$ cat config.mk
export PLATFORM = sky130hd
export DESIGN_NAME = tsm_sat_counter
export DESIGN_NICKNAME = d
export VERILOG_FILES = /design/src/rtl/tsm_sat_counter.sv
export SDC_FILE = /design/constraint.sdc
export NUM_CORES = 1
export LEC_CHECK = 0
export BUFFER_PORTS_ARGS = -buffer_cell sky130_fd_sc_hd__buf_2
export CAP_MARGIN = 20
export CORE_UTILIZATION = 50
export DETAILED_ROUTE_END_ITERATION = 16
export PLACE_DENSITY = 0.74
export SYNTH_ARGS = -nofsm -noshare
export SYNTH_HDL_FRONTEND = slang
export SYNTH_SLANG_ARGS = --single-unit
$ cat constraint.sdc
create_clock -name clk -period 2.1 [get_ports clk]
set_input_delay 0.315 -clock clk [delete_from_list [all_inputs] [get_ports clk]]
set_output_delay 0.315 -clock clk [all_outputs]
set_load 0.01 [all_outputs]
$ cat src/rtl/tsm_sat_counter.sv
// Saturating up-counter with synchronous reset, clear and enable.
module tsm_sat_counter #(
  parameter int W = 32
) (
  input  logic         clk,
  input  logic         srst,
  input  logic         clr,
  input  logic         en,
  output logic [W-1:0] cnt
);

  logic [W-1:0] cnt_reg;

  always_ff @(posedge clk) begin
    if (srst || clr) begin
      cnt_reg <= '0;
    end else if (en && (cnt_reg != {W{1'b1}})) begin
      cnt_reg <= cnt_reg + 1'b1;
    end
  end

  assign cnt = cnt_reg;

endmodule

Word level (Yosys, flattened, before mapping):

Index checks and enable logic that the tools add are counted.

* $add $sub $neg: 1
* eq/ne operators: 1
* reduce and logical (&&, ||, !) cells: 2

Operators by type and width (count)
* $add A32 B1 Y32 const B: 1
* $ne A32 B32 Y1 const B: 1
* $logic_and A1 B1 Y1: 1
* $logic_or A1 B1 Y1: 1

* bits in registers: 32
* input bits: 4
* output and inout bits: 32
* logic and storage cells: 5

Longest topological paths before layout:

* depth after elaboration: 2
* gate-level depth with buffers: 8
* depth with buffers taken out: 6

Worst setup path before layout:

OpenSTA, ideal clock, no wires.

* kind: flip-flop to flip-flop
* start point: reg cnt_reg[0], in the netlist cnt[0]
* end point: reg cnt_reg[1], in the netlist cnt[1]
* library setup time: 0.130 ns
* arrival time: 1.814 ns
* required time: 1.970 ns
* slack: 0.156 ns
* stages on the path, launching flop included: 9
* path buffers: 2
* period minus slack after synthesis: 1.944 ns
* cell sequence: dfxtp_1 -> ha_1 -> and3_2 -> nand4_2 -> o31ai_4 -> buf_6 -> buf_6 -> mux2i_1 -> nor2_1

* cells in the longest elaborated chain, start to end: 2
* elaborated cells between the ends (all ways): 3
* classes of those cells: add/sub (1); eq/ne (1); reduce/logical (1)

RTL lines
* start: declaration: line 12 `logic [W-1:0] cnt_reg;`
* start signal: assignment: line 18 `cnt_reg <= cnt_reg + 1'b1;`
* branches (longest 2 deep; another with $add A32 B1 Y32)

Several ways; the timed one is not identified.
A chain may end at the register's enable or synchronous reset.

Final worst setup path:

* start point: reg cnt_reg[18], in the netlist cnt[18]
* end point: reg cnt_reg[14], in the netlist cnt[14]

* cells in the longest elaborated chain, start to end: 2

RTL lines
* $ne A32 B32 Y1: line 17 `end else if (en && (cnt_reg != {W{1'b1}})) begin`
* $logic_and A1 B1 Y1: line 17

Every way passes these cells.

==> results.md <==
* Sw frac at 22.0%
* R2r endpoint: cnt[14]$_SDFFE_PP0P_
* Syn Nets at 194
* Yosys top cell area share at 38.1%
* Internal power at 0.000809 W
* # setup viols final at 0
* Clock skew at 0.00768 ns
* Clock Power Share at 38.0%
* Detailed Routing Iterations Pass 1 at 4
* Largest net degree at the start of global routing at 33
* Gr ovfl total at 0
* # Max-Cap Violations at 0
* Synth area leader: dfxtp_1
* Antenna Nets Post-Route at 0
* Worst setup EP type: register
* Ys flop type: dfxtp_1
* Max clock buf depth at 2
* Crit path cell chain: nand4_1 > or2_1 > o31ai_4 > buf_4 > or4_1 > a21oi_1
* Starting Density at 53.8%
* CTS Buf Count at 5
* Routed len/inst at 13.7 µm
* Status: complete, no violations
* Actual slew at the worst max-slew pin at 0.681 ns
* Post-synth EDFFs at 0
* DRT Wirelength at 3780 µm
* Count leader, synth: dfxtp_1
* FFs w/ async S/R, synth at 0%
* Min-Delay Path Class: in -> reg
* Total power divided by cell area at 524 nW/µm²
* DIE HEIGHT at 60.0 µm
* Skew-Pair Late Insertion Delay at 0.33 ns
* Synth Instances at 189
* Post-synth top cells: dfxtp_1, a21oi_1, or3_1
* Final Hold Fails at 0
* Vias at 1653
* Cell area after synthesis at 1680 µm²
* Layout cells sized above 1 at 33.2%
* Core Rows at 20
* WP data arrival at 2.15 ns
* First-pass GRT wire length at 6330 µm
* DPL Wire Length at 2760 µm
* Syn_area_per_cell at 8.90 µm²
* Tcrit/Tclk final at 90.1%
* CP Data Required Time at 2.36 ns
* GRT Total Usage at 23.3%
* I/O pin cnt at 36
* Layout net count at 237
* Worst r2r src: cnt[18]$_SDFFE_PP0P_
* Largest register FFs at 32
* CTS tree: done
* 1st-iter DRT viols at 48
* Setup Fix Bufs, Post-CTS at 0
* DRC viols at 0
* Tmin final at 1.89 ns
* Net switching power at 0.000228 W
* # resized after CTS at 0
* Fin. max-slew vios at 0
* RSZ-0062 raised after global routing: false
* CP Max Fanout at 16
* Final Power at 0.00104 W
* Clock transition at path regs at 0.10 ns
* CP max stage delay at 0.47 ns
* Sequential area share after synthesis at 38.1%
* Synth top area cells: dfxtp_1, a21oi_1, or3_1
* Hold Path Depth at 3
* DR vias/cell at 5.99
* Worst hold path startpoint: en
* Max_slew headroom at 54.6%
* Area Growth Syn to Fin at 17.7%
* Clock root cell: clkbuf_4
* Setup TNS at 0 ns
* Initial antenna violation count at 0
* PortBufs at 35
* H-tree depth at 2
* Hold Buf Count CTS at 0
* Reg2Reg Setup Slack at 0.21 ns
* CTS sink cnt at 32
* Number of global-route vias before repair at 1442
* CP startpoint kind: register
* YS warnings at 0
* Die Wd at 60.0 µm
* R2R cell count at 6
* RD Place Congestion at 0.832
* P_leak at 0.675 nW
* Fillers at 280
* Logic pwr share at 3.4%
* Sequential share of power at 58.7%
* Count of cell types in the netlist at 36
* Critical path's slowest cell: or4_1
* Max VDD drop at 0.000331 V
* Synthesized flop and latch total at 32
* Crit Path Class: reg -> reg
* Die area at 3600 µm²
* Achievable Freq at 529 MHz
* Placeable core area at 3130 µm²
* Hold worst-path end: cnt[16]$_SDFFE_PP0P_
* N_diodes at 0
worst max path at each step:
stage	from	end	slack (ns)	depth (start not counted)
floorplan	cnt[0]$_SDFFE_PP0P_	cnt[1]$_SDFFE_PP0P_	0.16	8
global placement	cnt[17]$_SDFFE_PP0P_	cnt[23]$_SDFFE_PP0P_	0.26	6
detailed placement	cnt[0]$_SDFFE_PP0P_	cnt[14]$_SDFFE_PP0P_	0.22	7
CTS	cnt[0]$_SDFFE_PP0P_	cnt[14]$_SDFFE_PP0P_	0.20	7
global route	cnt[18]$_SDFFE_PP0P_	cnt[18]$_SDFFE_PP0P_	0.01	5
finish	cnt[18]$_SDFFE_PP0P_	cnt[14]$_SDFFE_PP0P_	0.21	6
worst max-delay path, delay by kind of cell (launching register included):
family,cells,cell delay (ns)
simple gates,3,1.01
compound gates,2,0.24
buf+inv,1,0.19
flops,1,0.38
layout make-up:
type	count	area (µm²)	share of cell area (%)
Tap cell	44	55.1	2.78
Clock buffer	7	65.1	3.29
Inverter	4	15.0	0.759
Timing Repair Buffer	44	243	12.3
Sequential cell	32	641	32.4
Multi-Input combinational cell	145	961	48.5
power by group through the flow:
stage | registers [W] | clock network, W | logic, W
floorplan | 0.000624 | 0 | 0.0000239
global placement | 0.000622 | 0 | 0.0000337
detailed placement | 0.000623 | 0 | 0.0000350
CTS | 0.000609 | 0.000402 | 0.0000351
global route | 0.000609 | 0.000428 | 0.0000381
finish | 0.000608 | 0.000394 | 0.0000349
kinds of logic (layout without fill, tap and decap cells):
logic type      count (synthesis)  after routing  synth area share [%]
compound gates                 61             61                  24.7
xor+xnor                        2              2                  1.04
fa+ha+maj                       1              1                 0.744
buf+inv                        12             55                  4.76
flops                          32             32                  38.1
mux                             1              1                 0.595
simple gates                   80             80                  30.1
routing by layer:
metal / part of all wire, % / GRT usage (%)
met1: 46 / 28.0
met2: 49 / 41.1
met3: 3.8 / 5.19
met4: 1.2 / 6.98
met5: 0 / 0
layout by cell type, fill, tap and decap left out, types with 2 or more instances in the layout:
| master | instances |
|---|---|
| a21oi_2 | 7 |
| inv_1 | 4 |
| buf_2 | 35 |
| a21oi_1 | 22 |
| nand3_1 | 11 |
| clkbuf_4 | 5 |
| o31ai_1 | 9 |
| buf_4 | 9 |
| and3_2 | 2 |
| nor2_1 | 4 |
| or3_2 | 4 |
| nand2_2 | 2 |
| nand2_1 | 12 |
| clkbuf_8 | 2 |
| o21ai_0 | 10 |
| or4_1 | 9 |
| and4_1 | 4 |
| nand4_1 | 8 |
| and4_4 | 2 |
| o31ai_4 | 2 |
| or3_1 | 15 |
| dfxtp_1 | 32 |
| o21ai_1 | 8 |
stage by stage:
stage                     cell area, µm²  util (%)  std cells  worst slack [ns]  hold slack [ns]
after floorplan                     1680         -        189             0.156            0.480
after global placement              1910      61.2        269             0.257            0.473
after detailed placement            1910      61.2        269             0.223            0.497
after CTS                           1980      63.3        276             0.203            0.315
after global routing                1980      63.3        276            0.0123            0.319
final                               1980      63.3        276             0.209            0.323
No activity file was read; power rests on OpenSTA's default activity.
